$ cat src/rtl/row_reader_pkg.sv
// Shared types and defaults for the row-address consumer: FSM states,
// default geometry, and the flag bundle that travels with each pixel.
package row_reader_pkg;

  localparam int DEF_COLS   = 1280;
  localparam int DEF_ROWS   = 720;
  localparam int DEF_ADDR_W = 20;
  localparam int DEF_DATA_W = 24;
  localparam int ROW_W      = 10;

  typedef enum logic [1:0] {
    ST_IDLE  = 2'd0,
    ST_FETCH = 2'd1,
    ST_DRAIN = 2'd2
  } state_t;

  // Pixel markers; a FIFO entry is {pix_flags_t, pixel data}.
  typedef struct packed {
    logic eof;
    logic eol;
    logic sol;
  } pix_flags_t;

  localparam int FLAG_W = $bits(pix_flags_t);

endpackage

$ cat src/rtl/pix_skid_fifo.sv
// Two-entry FIFO with a registered head; entry 0 is always the head so the
// output never depends combinationally on push or pop.
module pix_skid_fifo #(
  parameter int W = 27
) (
  input  logic         i_clk,
  input  logic         i_rst_n,
  input  logic         i_push,
  input  logic [W-1:0] i_push_data,
  input  logic         i_pop,
  output logic [W-1:0] o_head,
  output logic [1:0]   o_occ,
  output logic         o_valid
);

  logic [W-1:0] r_e0;
  logic [W-1:0] r_e1;
  logic [1:0]   r_occ;

  // Callers never push into a full FIFO without popping in the same cycle.
  always_ff @(posedge i_clk or negedge i_rst_n) begin
    if (!i_rst_n) begin
      r_e0  <= '0;
      r_e1  <= '0;
      r_occ <= 2'd0;
    end else begin
      case ({i_push, i_pop})
        2'b10: begin
          if (r_occ == 2'd0) r_e0 <= i_push_data;
          else               r_e1 <= i_push_data;
          r_occ <= r_occ + 2'd1;
        end
        2'b01: begin
          r_e0  <= r_e1;
          r_occ <= r_occ - 2'd1;
        end
        2'b11: begin
          if (r_occ == 2'd1) begin
            r_e0 <= i_push_data;
          end else begin
            r_e0 <= r_e1;
            r_e1 <= i_push_data;
          end
        end
        default: ;
      endcase
    end
  end

  assign o_head  = r_e0;
  assign o_occ   = r_occ;
  assign o_valid = (r_occ != 2'd0);

endmodule

$ cat src/rtl/row_pixel_reader.sv
// Accepts row addresses, reads the row from frame memory (1-cycle latency)
// and streams the pixels out with sol/eol/eof markers under backpressure.
module row_pixel_reader
  import row_reader_pkg::*;
#(
  parameter int COLS   = DEF_COLS,
  parameter int ROWS   = DEF_ROWS,
  parameter int ADDR_W = DEF_ADDR_W,
  parameter int DATA_W = DEF_DATA_W
) (
  input  logic              i_clk,
  input  logic              i_rst_n,
  input  logic [ROW_W-1:0]  i_row_addr,
  input  logic              i_row_valid,
  output logic              o_row_ready,
  output logic              o_mem_rd,
  output logic [ADDR_W-1:0] o_mem_addr,
  input  logic [DATA_W-1:0] i_mem_rdata,
  output logic [DATA_W-1:0] o_pix_data,
  output logic              o_pix_valid,
  input  logic              i_pix_ready,
  output logic              o_pix_sol,
  output logic              o_pix_eol,
  output logic              o_pix_eof,
  output logic              o_err_range,
  output state_t            o_dbg_state
);

  localparam int COL_W = $clog2(COLS);
  localparam int ENT_W = DATA_W + FLAG_W;
  localparam int RW1   = ROW_W + 1;
  localparam logic [COL_W-1:0]  LAST_COL = COL_W'(COLS - 1);
  localparam logic [ROW_W-1:0]  LAST_ROW = ROW_W'(ROWS - 1);
  localparam logic [RW1-1:0]    ROWS_L   = RW1'(ROWS);
  localparam logic [ADDR_W-1:0] COLS_A   = ADDR_W'(COLS);

  state_t            r_state;
  logic [ADDR_W-1:0] r_base;
  logic [COL_W-1:0]  r_col;
  logic              r_eof_row;
  logic              r_infl;
  pix_flags_t        r_infl_flags;
  logic              r_err;

  logic [ENT_W-1:0]  w_head;
  logic [1:0]        w_occ;
  logic              w_pix_valid;
  pix_flags_t        w_head_flags;
  pix_flags_t        w_rd_flags;
  logic              w_pop;
  logic [2:0]        w_pend;
  logic              w_rd;
  logic              w_in_range;

  // Both streams transfer on a rising edge where valid and ready are high;
  // a raised pix_valid holds data and flags until pix_ready takes them.
  assign w_pop      = w_pix_valid & i_pix_ready;
  assign w_pend     = {1'b0, w_occ} + {2'b00, r_infl};
  assign w_rd       = (r_state == ST_FETCH) &&
                      ((w_pend <= 3'd1) || ((w_pend == 3'd2) && w_pop));
  assign w_in_range = ({1'b0, i_row_addr} < ROWS_L);

  always_comb begin
    w_rd_flags     = '0;
    w_rd_flags.sol = (r_col == '0);
    w_rd_flags.eol = (r_col == LAST_COL);
    w_rd_flags.eof = (r_col == LAST_COL) && r_eof_row;
  end

  always_ff @(posedge i_clk or negedge i_rst_n) begin
    if (!i_rst_n) begin
      r_state      <= ST_IDLE;
      r_base       <= '0;
      r_col        <= '0;
      r_eof_row    <= 1'b0;
      r_infl       <= 1'b0;
      r_infl_flags <= '0;
      r_err        <= 1'b0;
    end else begin
      r_infl <= w_rd;
      if (w_rd) r_infl_flags <= w_rd_flags;
      case (r_state)
        ST_IDLE: begin
          if (i_row_valid) begin
            if (w_in_range) begin
              r_base    <= ADDR_W'(i_row_addr) * COLS_A;
              r_col     <= '0;
              r_eof_row <= (i_row_addr == LAST_ROW);
              r_state   <= ST_FETCH;
            end else begin
              r_err <= 1'b1;
            end
          end
        end
        ST_FETCH: begin
          if (w_rd) begin
            if (r_col == LAST_COL) begin
              r_col   <= '0;
              r_state <= ST_DRAIN;
            end else begin
              r_col <= r_col + COL_W'(1);
            end
          end
        end
        ST_DRAIN: begin
          // eol is the final entry, so FIFO and read pipe are empty after it.
          if (w_pop && w_head_flags.eol) r_state <= ST_IDLE;
        end
        default: r_state <= ST_IDLE;
      endcase
    end
  end

  pix_skid_fifo #(.W(ENT_W)) u_fifo (
    .i_clk       (i_clk),
    .i_rst_n     (i_rst_n),
    .i_push      (r_infl),
    .i_push_data ({r_infl_flags, i_mem_rdata}),
    .i_pop       (w_pop),
    .o_head      (w_head),
    .o_occ       (w_occ),
    .o_valid     (w_pix_valid)
  );

  assign w_head_flags = pix_flags_t'(w_head[ENT_W-1:DATA_W]);

  assign o_row_ready = (r_state == ST_IDLE);
  assign o_mem_rd    = w_rd;
  assign o_mem_addr  = r_base + ADDR_W'(r_col);
  assign o_pix_data  = w_head[DATA_W-1:0];
  assign o_pix_valid = w_pix_valid;
  assign o_pix_sol   = w_head_flags.sol;
  assign o_pix_eol   = w_head_flags.eol;
  assign o_pix_eof   = w_head_flags.eof;
  assign o_err_range = r_err;
  assign o_dbg_state = r_state;

endmodule

$ cat config.mk
export PLATFORM = sky130hd
export DESIGN_NAME = row_pixel_reader
export DESIGN_NICKNAME = d
export VERILOG_FILES = /design/src/rtl/row_reader_pkg.sv /design/src/rtl/pix_skid_fifo.sv /design/src/rtl/row_pixel_reader.sv
export SDC_FILE = /design/constraint.sdc
export NUM_CORES = 1
export LEC_CHECK = 0
export CAP_MARGIN = 5
export CORE_MARGIN = 4
export CORE_UTILIZATION = 35
export DETAILED_ROUTE_END_ITERATION = 10
export HOLD_SLACK_MARGIN = 0.1
export SYNTH_ARGS = -nofsm -noshare
export SYNTH_HDL_FRONTEND = slang
export SYNTH_SLANG_ARGS = --single-unit
$ cat constraint.sdc
create_clock -name i_clk -period 2.6 [get_ports i_clk]
set_input_delay 0.39 -clock i_clk [delete_from_list [all_inputs] [get_ports i_clk]]
set_output_delay 0.39 -clock i_clk [all_outputs]
set_load 0.01 [all_outputs]
==> results.md <==
- Max VDD drop: 0.000367 V
- DRC Markers: 0
- Synthesized net count: 517
- Most frequent cells in the layout: dfrtp_1 (86), clkdlybuf4s50_1 (79), nand2_1 (63)
- Diode count: 0
- Post-synthesis cell area: 4670 um^2
- Max clock buf depth: 2
- Total number of yosys warnings: 0
- Die area: 15,300 um^2
- CP required: 2.21 ns
- Routed vias: 3,689
- Setup violators final: 0
- Die width: 124 um
- Critical Path AT: around 2.1 ns
- Post-route minimum period: between 2 and 2.5 ns
- Top FF cell, synth: dfrtp_1
- Share of cells above drive strength 1: 15.8%
- Commonest non-fill, non-tap cell in the layout: dfrtp_1
- Setup Skew: 0.00847 ns
- Sequential area share after synthesis: a little under half
- Antenna-violating nets left: 0
- Power Dens Cells: approximately 990 nW/um^2
- H-tree levels: 3
- Grt ovf: 0
- CTS tree: done
- RePlAce Congestion: 0.837
- Final WL: 10,800 um
- Crit path max-delay family: buffers and inverters
- Fin crit share: 94.2%
- Status: complete, no violations
- TritonCTS buffer count: 9
- Root Driver: clkbuf_16
- First-pass GRT wire length: approximately 18,000 um
- Synth unique cells: 52
- Hold Worst Slack: 0.477 ns
- Final Hold Violating Endpoints: 0
- Initial Utilization: 36.4%
- EDFF count, synth: 0
- Synthesis-to-layout area growth: 32.5%
- Sw Pwr: 2.18 mW
- Largest net degree at the start of global routing: 55
- Setup Crit Path Kind: flop to primary output
- Wire per inst: 14.8 um
- HP Class: flop to flop
- Layout Nets: 620
- Slowest stage delay, CP: about 0.43 ns
- Max Fclk: 408 MHz
- DR pass1 iterations: 4
- Sink Count: 87
- Worst slew margin: a little over three fifths
- RSZ-0062 raised after global routing: false
- Core Util, Final: 48.3%
- Vias in the first global route: 3,632
- Count of final max-slew check failures: 0
- Critical Path End Type: primary output
- Async S/R FF share, synth: 100%
- I/O pins: approximately 90
- Total GRT Usage: 14.8%
- Die height: 124 um
- Antenna violations before repair: 0
- Worst slew pin tran: 0.562 ns
- Worst Path Buf+Inv: 2
- CORE AREA: 12,800 um^2
- Peak fanout along the critical path: 3
- Pleak: 2.73 nW
- Part of the power in registers: 34.9%
- Synthesized area per cell: 10.4 um^2
- Dpl cells: 711
- Sw Ratio: 35.6%
- Comb pwr share: 45.2%
- Startpoint types: flop
- Post-route non-filler standard cell count: 728
- Cells after Synth: 448
- MaxCap Viol Count: 0
- FP Rows: 41
- Buffers on Ports: 90
- DP HPWL: roughly 8000 um
- Post-synthesis sequential element count: 87
- Internal power: 3.94 mW
- Clk pwr share: 19.9%
- Via density: a little over 5
- Critical path cell sequence: ha_1, a21o_1, a21oi_2, buf_4, nor2_1, xor2_1, dlygate4sd2_1
- Clk_lat worst skew: 0.34 ns
- Slowest cell on the critical path: dfrtp_1
- Fillcell total: 1,201
- Worst-path clk slew: 0.06 ns
- DRT iter0 DRCs: 176
==> worst paths after layout <==
path | depth (start not counted) | to | slack (ns) | start
min in group asynchronous | 2 | u_fifo.r_e1[10] | 0.58 | i_rst_n
max in group asynchronous | 3 | r_base[10] | 1.40 | i_rst_n
setup reg to reg | 8 | u_fifo.r_e1[6] | 0.27 | u_fifo.o_occ[0]
hold reg to reg | 2 | u_fifo.o_head[2] | 0.48 | u_fifo.o_head[2]
hold / removal | 2 | u_fifo.o_head[2] | 0.48 | u_fifo.o_head[2]
setup / recovery | 7 | o_mem_addr[15] | 0.15 | r_col[9]
==> cell usage after synthesis, types with 4 or more instances <==
| master | instances | area [um^2] |
|---|---|---|
| a211o_1 | 4 | 35.0 |
| a21o_1 | 4 | 30.0 |
| a21oi_1 | 10 | 50.1 |
| a22o_1 | 9 | 78.8 |
| a22oi_1 | 27 | 203 |
| and3_1 | 4 | 25.0 |
| buf_2 | 4 | 20.0 |
| buf_4 | 8 | 60.1 |
| clkbuf_1 | 10 | 37.5 |
| dfrtp_1 | 87 | 2180 |
| ha_1 | 29 | 363 |
| inv_1 | 15 | 56.3 |
| mux2_2 | 28 | 315 |
| nand2_1 | 63 | 236 |
| nand2b_1 | 4 | 25.0 |
| nand3_1 | 11 | 55.1 |
| nand4_1 | 7 | 43.8 |
| nor2_1 | 12 | 45.0 |
| nor2b_1 | 6 | 37.5 |
| nor3_1 | 5 | 25.0 |
| o21ai_0 | 36 | 180 |
| o22ai_1 | 7 | 43.8 |
| xnor2_1 | 8 | 70.1 |
| xor2_1 | 7 | 61.3 |
==> per-layer routing <==
| layer | vias up | GRT usage [%] | wire length [um] |
|---|---|---|---|
| met1 | 1770 | 19.6 | 5210 |
| met5 | - | 0 | 0 |
| met3 | 12 | 2.88 | 527 |
| met2 | 86 | 23.5 | 4840 |
| li1 | 1821 | - | - |
| met4 | 0 | 6.30 | 194 |
==> timing repair <==
| action | in CTS | in global routing |
|---|---|---|
| gates resized for setup | 15 | 2 |
| hold endpoints to repair | 38 | 0 |
| pin swaps | 1 | 1 |
| hold buffers | 1 | 0 |
| endpoints found under the setup margin | 10 | 3 |
| setup buffers | 0 | 0 |
| gates cloned | 0 | 0 |
==> worst min-delay path: cells and delay by family (launching register included) <==
kind,cells,cell delay (ns)
compound gates,1,0.06
simple gates,1,0.05
flops,1,0.34
==> per-stage QoR <==
step	cell area, um^2	setup TNS, ns	worst slack, ns	total power [mW]
after floorplan	4670	0	0.291	3.80
after global placement	5890	0	0.0218	4.92
after detailed placement	5890	-0.0925	-0.0567	4.99
after CTS	6190	0	0.00536	6.22
after global routing	6190	0	0.0182	6.59
final	6190	0	0.152	6.12
==> area by class of cell <==
cell class / count / area [um^2] / share of cell area [%]
Inverter: 16 / 60.1 / 0.970
Timing Repair Buffer: 116 / 1120 / 18.0
Multi-Input combinational cell: 321 / 2340 / 37.8
Sequential cell: 87 / 2180 / 35.2
Clock buffer: 10 / 239 / 3.86
Clock inverter: 6 / 42.5 / 0.687
Tap cell: 172 / 215 / 3.48
==> state kept, by name, summed over array words and instances, names as in the netlist <==
register,cells
u_fifo.o_head,27
u_fifo.r_e1,27
r_base,12
r_col,11
r_infl_flags,3
o_dbg_state,2
u_fifo.o_occ,2
o_err_range,1
r_eof_row,1
r_infl,1
==> cell families (layout without fill, tap and decap cells) <==
family | count (synthesis) | count (layout) | synth area share [%]
flops | 87 | 87 | 46.6
fa+ha+maj | 31 | 31 | 8.63
xor+xnor | 15 | 15 | 2.81
compound gates | 117 | 117 | 17.3
simple gates | 129 | 129 | 13.4
buf+inv | 40 | 148 | 4.29
mux | 29 | 29 | 6.96
==> power groups by stage <==
stage                     clock network, mW  registers, mW  logic (mW)
after CTS                              1.26           2.15        2.82
after global routing                   1.32           2.21        3.06
after floorplan                           0           2.19        1.62
after global placement                    0           2.14        2.78
final                                  1.22           2.14        2.76
after detailed placement                  0           2.17        2.82
Note: power is estimated with default switching activity, not from simulation.
==> RTL change 1, RTL diff (same flow settings) <==
The package constant `ROW_W` goes from 10 to 5.
--- a/src/rtl/row_reader_pkg.sv
+++ b/src/rtl/row_reader_pkg.sv
@@ -8,3 +8,3 @@
   localparam int DEF_DATA_W = 24;
-  localparam int ROW_W      = 10;
+  localparam int ROW_W      = 5;
 
Ports: changed (resized i_row_addr); port bits go from 91 to 86. The function was not compared with the original's and may differ.
==> RTL change 1 against the unedited design <==
- cell area down 12%
- worst setup slack worse by 0.0073 ns
- sequential share of layout area up 2.8 points
- wire length down 12%
- clock skew up 0.0013 ns
- utilization down 0.78 points
- synthesized area down 11%
- total power down 1.1%
- sequential cell count down 4
- critical path type unchanged
- largest cell class is now sequential cells
- highest routed layer unchanged
==> RTL change 1: results (changes against the unedited design) <==
[timing]
worst_slack_ns=0.1446  ; was 0.1518 ns
hold_ws_ns=0.4730  ; was 0.4766 ns
tightest_slew_ns=0.5699  ; was 0.5621 ns
skew_ns=0.009806  ; was 0.008475 ns

[worst_setup_path]
slowest_delay_ns=0.56  ; was 0.43 ns
r2r_cells=9  ; was 8
r2r_setup_slack_ns=0.34  ; was 0.27 ns
cpMaxStageDelayCell=clkdlybuf4s50_1  ; was dfrtp_1
r2r-start=u_fifo.o_occ[1]$_DFFE_PN0P_  ; was u_fifo.o_occ[0]$_DFFE_PN0P_
reg2reg_to=u_fifo.r_e1[0]$_DFFE_PN0P_  ; was u_fifo.r_e1[6]$_DFFE_PN0P_
crit_fanout=3  ; unchanged
crit_end=o_mem_addr[11]  ; was o_mem_addr[15]

[placed_design]
routabilityCongestion=0.8265  ; was 0.8369
hpwl_um=6554  ; was 8142 um
io_buffers=82  ; was 90
place_ws_ns=0.1979  ; was -0.05670 ns

[pwr]
ir_worst_vdd_mv=0.4540  ; was 0.3671 mV
switching_power_mw=2.128  ; was 2.177 mW
p_leak_nw=2.426  ; was 2.731 nW

[layout]
diodes=0  ; unchanged
nNetsFinal=517  ; was 620
n_fill_cell=1082  ; was 1201
layout-drive-gt1-share_pct=16.45  ; was 15.83%

[min_path]
min_path_cells=1  ; was 2
hp-class=reg2reg  ; unchanged
min_from=o_err_range$_DFFE_PN0P_  ; was u_fifo.o_head[2]$_DFFE_PN0P_
whs_endpoint=o_err_range$_DFFE_PN0P_  ; was u_fifo.o_head[2]$_DFFE_PN0P_

[detailed_routing]
via_count=3074  ; was 3689
drtIter0Drc=122  ; was 176
drtPass1Iterations=5  ; was 4
wl_per_cell_um=15.55  ; was 14.79 um

[global_routing]
grt_usage_pct=14.47  ; was 14.76%
grt_pass1_wl_um=15590  ; was 17710 um
grt_max_degree=55  ; unchanged
antenna_found_initial=0  ; unchanged

[logic_synthesis]
ys_seq_area_share_pct=50.09  ; was 46.61%
synth.distinct_cells=49  ; was 52
synth_common_cells=dfrtp_1 (83), nand2_1 (52), o21ai_0 (33)  ; was dfrtp_1 (87), nand2_1 (63), o21ai_0 (36)
ys_top_cells_by_area=dfrtp_1 (50%), mux2_2 (7.6%), ha_1 (5.7%), a22oi_1 (4.9%), nand2_1 (4.7%)  ; was dfrtp_1 (47%), ha_1 (7.8%), mux2_2 (6.8%), nand2_1 (5.1%), a22oi_1 (4.3%)

[status]
status=complete, no violations  ; unchanged

[cts]
h-tree-depth=3  ; unchanged
clockBufferDepth=2  ; unchanged

## RTL change 1: cell types whose count changed after synthesis, sizes merged, moves of 7 or more
cell / unedited run / this run
a31oi: 0 / 17
nand2: 63 / 52
buf: 14 / 24
ha: 29 / 19
a22o: 9 / 0
a21oi: 13 / 5
o22ai: 7 / 0
## RTL change 1: cell families after synthesis
family          after synthesis  share of synthesized area, %
simple gates                 95                         11.23
fa+ha+maj                    21                         6.699
buf+inv                      42                         5.763
xor+xnor                     10                         2.112
other cells                   1                       0.09044
flops                        83                         50.09
compound gates               98                         15.69
mux                          31                         8.328
## RTL change 1: layout make-up
cell class                 count  area share (%)
multi-input combinational    258           34.11
timing repair buffer          97           17.98
sequential                    83           37.98
clock buffer                  10           4.370
inverter                      14          0.9609
tap                          143           3.272
clock inverter                 6           1.327
## RTL change 1: routing by layer
| layer | track usage (%) | wire length (um) |
|---|---|---|
| met5 | 0 | 0 |
| met4 | 5.046 | 85 |
| met3 | 2.468 | 257 |
| met2 | 22.53 | 4661 |
| met1 | 20.46 | 4495 |
## RTL change 1: power by group through the flow
stage	logic, mW	registers [mW]	clock network [mW]
floorplan	1.51	2.16	0
global placement	2.61	2.12	0
detailed placement	2.66	2.14	0
CTS	2.66	2.12	1.37
global route	2.90	2.19	1.42
finish	2.61	2.12	1.32
## RTL change 1: through the flow
stage | total power [mW] | cell area (um2) | std cells
2_1_floorplan | 3.668 | 4154 | 383
3_3_place_gp | 4.732 | 5134 | 594
3_5_place_dp | 4.803 | 5134 | 594
4_1_cts | 6.151 | 5461 | 611
5_1_grt | 6.509 | 5469 | 611
6_report | 6.054 | 5469 | 611
## RTL change 1: what timing repair did
item / in CTS / in global routing
resized for setup: 7 / 3
hold buffers: 1 / 0
endpoints found under the hold margin: 41 / 0
setup endpoints to repair: 6 / 3
==> RTL change 2, RTL diff (same settings) <==
Without the edit above. Register the output `o_dbg_state` once more, without a reset; this adds one clock of latency there. The other outputs are not delayed to match.
--- a/src/rtl/row_pixel_reader.sv
+++ b/src/rtl/row_pixel_reader.sv
@@ -135,3 +135,5 @@
   assign o_err_range = r_err;
-  assign o_dbg_state = r_state;
+  always_ff @(posedge i_clk) begin
+    o_dbg_state <= r_state;
+  end
 
Check against the original RTL: not equivalent (Yosys sat finds a counterexample within 4 cycles, from zero or initial values and one cycle with i_rst_n low).
==> RTL change 2 against the unedited design <==
- wire length shrank 0.45%
- worst setup slack worse by 0.075 ns
- cell area is 0.38% higher
- largest power group unchanged
- synthesized area down 0.43%
- register-to-register slack worse by 0.11 ns
- total power grew 19%
- largest cell class unchanged
- count of clock-buffer cells in the layout fell by 1
- sequential cell count increased by 2
==> RTL change 2: results (changes against the unedited design) <==
[logic_synthesis]
synthArstFlopShare_pct=97.75  ; was 100.0%
synth_top_area_share_pct=46.81  ; was 46.61%
yosys_warnings=0  ; unchanged
syn_nets=507  ; was 517
synth_flop_cell=dfrtp_1  ; unchanged
ys_seq_area_share_pct=47.67  ; was 46.61%
synth.distinct_cells=56  ; was 52
synth_common_cells=dfrtp_1 (87), nand2_1 (54), o21ai_0 (49)  ; was dfrtp_1 (87), nand2_1 (63), o21ai_0 (36)
ys_top_cells_by_area=dfrtp_1 (47%), ha_1 (7.8%), mux2_2 (7.5%), o21ai_0 (5.3%), a22oi_1 (4.4%)  ; was dfrtp_1 (47%), ha_1 (7.8%), mux2_2 (6.8%), nand2_1 (5.1%), a22oi_1 (4.3%)

[cts]
root_buffer=clkbuf_16  ; unchanged
clkTransAtPathRegs_ns=0.06  ; about the same
clockBufferDepth=2  ; unchanged
clock_latency_ns=0.34  ; about the same

[placed_design]
io_buffers=90  ; unchanged
hpwl_um=7739  ; was 8142 um
routabilityCongestion=0.8170  ; was 0.8369

[global_routing]
grt_max_degree=55  ; unchanged
grt_pass1_wl_um=17810  ; was 17710 um
grt_usage_pct=14.94  ; was 14.76%
antenna_found_initial=0  ; unchanged
grt-ovfl-total=0  ; unchanged

[timing]
hold_ws_ns=0.4761  ; was 0.4766 ns
skew_ns=0.006626  ; was 0.008475 ns
relSlewSlack_pct=62.55  ; was 62.53%

[worst_setup_path]
crit_end=o_mem_addr[10]  ; was o_mem_addr[15]
critPathLaunch=r_base[8]$_DFFE_PN0P_  ; was r_col[9]$_DFFE_PN0P_
slowest_delay_ns=0.57  ; was 0.43 ns
crit_fanout=2  ; was 3
r2r-start=u_fifo.o_occ[1]$_DFFE_PN0P_  ; was u_fifo.o_occ[0]$_DFFE_PN0P_
cpMaxStageDelayCell=clkdlybuf4s50_1  ; was dfrtp_1
arrival_ns=2.13  ; was 2.06 ns
r2r_cells=8  ; unchanged
r2r_setup_slack_ns=0.16  ; was 0.27 ns
cp_top_family=adder cells  ; was buffers and inverters
reg2reg_to=u_fifo.r_e1[17]$_DFFE_PN0P_  ; was u_fifo.r_e1[6]$_DFFE_PN0P_

[min_path]
min_from=u_fifo.o_head[26]$_DFFE_PN0P_  ; was u_fifo.o_head[2]$_DFFE_PN0P_
hp-class=reg2reg  ; unchanged

[detailed_routing]
routedLengthMet1_um=4946  ; was 5210 um
via_count=3586  ; was 3689
totalWireLength_um=10720  ; was 10770 um
wl_met3_um=532  ; was 527 um
drtIter0Drc=153  ; was 176
dr.max_layer_used=met4  ; unchanged
met2_length_um=5103  ; was 4837 um
drtPass1Iterations=7  ; was 4

[layout]
syn2layout_area_growth_pct=33.63  ; was 32.55%
nNetsFinal=613  ; was 620
layout-drive-gt1-share_pct=18.94  ; was 15.83%
diodes=0  ; unchanged

[status]
status=complete, no violations  ; unchanged

[pwr]
p_leak_nw=2.717  ; was 2.731 nW
ir_worst_vdd_mv=0.7718  ; was 0.3671 mV

[RTL change 2: cell types whose count changed after synthesis, sizes merged, moves of 5 or more]
cell	change
o21ai	+15
nand2	-9
a22o	-8
a21oi	-6
nor2	+6
o22ai	-6
a211o	-5
nand4	-5
nor3	-5
[RTL change 2: worst min-delay path by stage]
| stage | endpoint | depth (start not counted) |
|---|---|---|
| 4_1_cts | u_fifo.o_head[24]$_DFFE_PN0P_ | 2 |
| 5_1_grt | o_err_range$_DFFE_PN0P_ | 1 |
| 6_report | u_fifo.o_head[26]$_DFFE_PN0P_ | 2 |
| 2_1_floorplan | o_err_range$_DFFE_PN0P_ | 0 |
| 3_5_place_dp | u_fifo.o_head[6]$_DFFE_PN0P_ | 1 |
| 3_3_place_gp | u_fifo.o_head[6]$_DFFE_PN0P_ | 1 |
[RTL change 2: cell families after synthesis]
logic type / Yosys count / synth area share, %
fa+ha+maj: 31 / 8.663
compound gates: 117 / 17.03
simple gates: 110 / 11.30
buf+inv: 41 / 4.224
xor+xnor: 18 / 3.390
mux: 32 / 7.721
flops: 89 / 47.67
[RTL change 2: worst register-to-register path: stages, from the launching register on]
cell and delay (ns):
dfrtp_1 0.40, inv_1 0.11, ha_1 0.21, nor2b_2 0.08
inv_1 0.06, ha_1 0.31, o21ai_1 0.25, a21oi_4 0.49
mux2_2 0.41
[RTL change 2: area by class of cell]
type / instances / area, um2
fillers: 1214 / 6610
multi-input cells: 309 / 2302
flip-flops and latches: 89 / 2217
repair buffers: 119 / 1116
clock buffers: 9 / 225.2
well taps: 172 / 215.2
clock inverters: 7 / 78.83
inverters: 16 / 60.06
[RTL change 2: power by group]
group	switching, mW	internal (mW)
clock	0.567	0.755
combinational	1.76	1.84
sequential	0.386	1.96
[RTL change 2: routing by layer]
metal | up-vias | track usage, %
met3 | 11 | 2.699
met5 | - | 0
met1 | 1709 | 19.86
met4 | 0 | 4.983
met2 | 89 | 24.67
li1 | 1777 | -
[RTL change 2: timing repair]
item | CTS | global route
setup endpoints to repair | 37 | 6
hold buffers | 1 | 0
buffers inserted | 2 | 0
pin swaps | 1 | 0
resized for setup | 18 | 12
endpoints found under the hold margin | 42 | 0
gates cloned | 1 | 0
[RTL change 2: through the flow]
step	cells	util (%)	cell area (um2)	setup WS (ns)	setup TNS, ns
2_1_floorplan	438	-	4651	0.3315	0
3_3_place_gp	701	45.78	5871	-0.1106	-3.015
3_5_place_dp	701	45.78	5871	-0.1883	-4.942
4_1_cts	721	48.55	6226	0.005543	0
5_1_grt	721	48.46	6215	0.008450	0
6_report	721	48.46	6215	0.07654	0
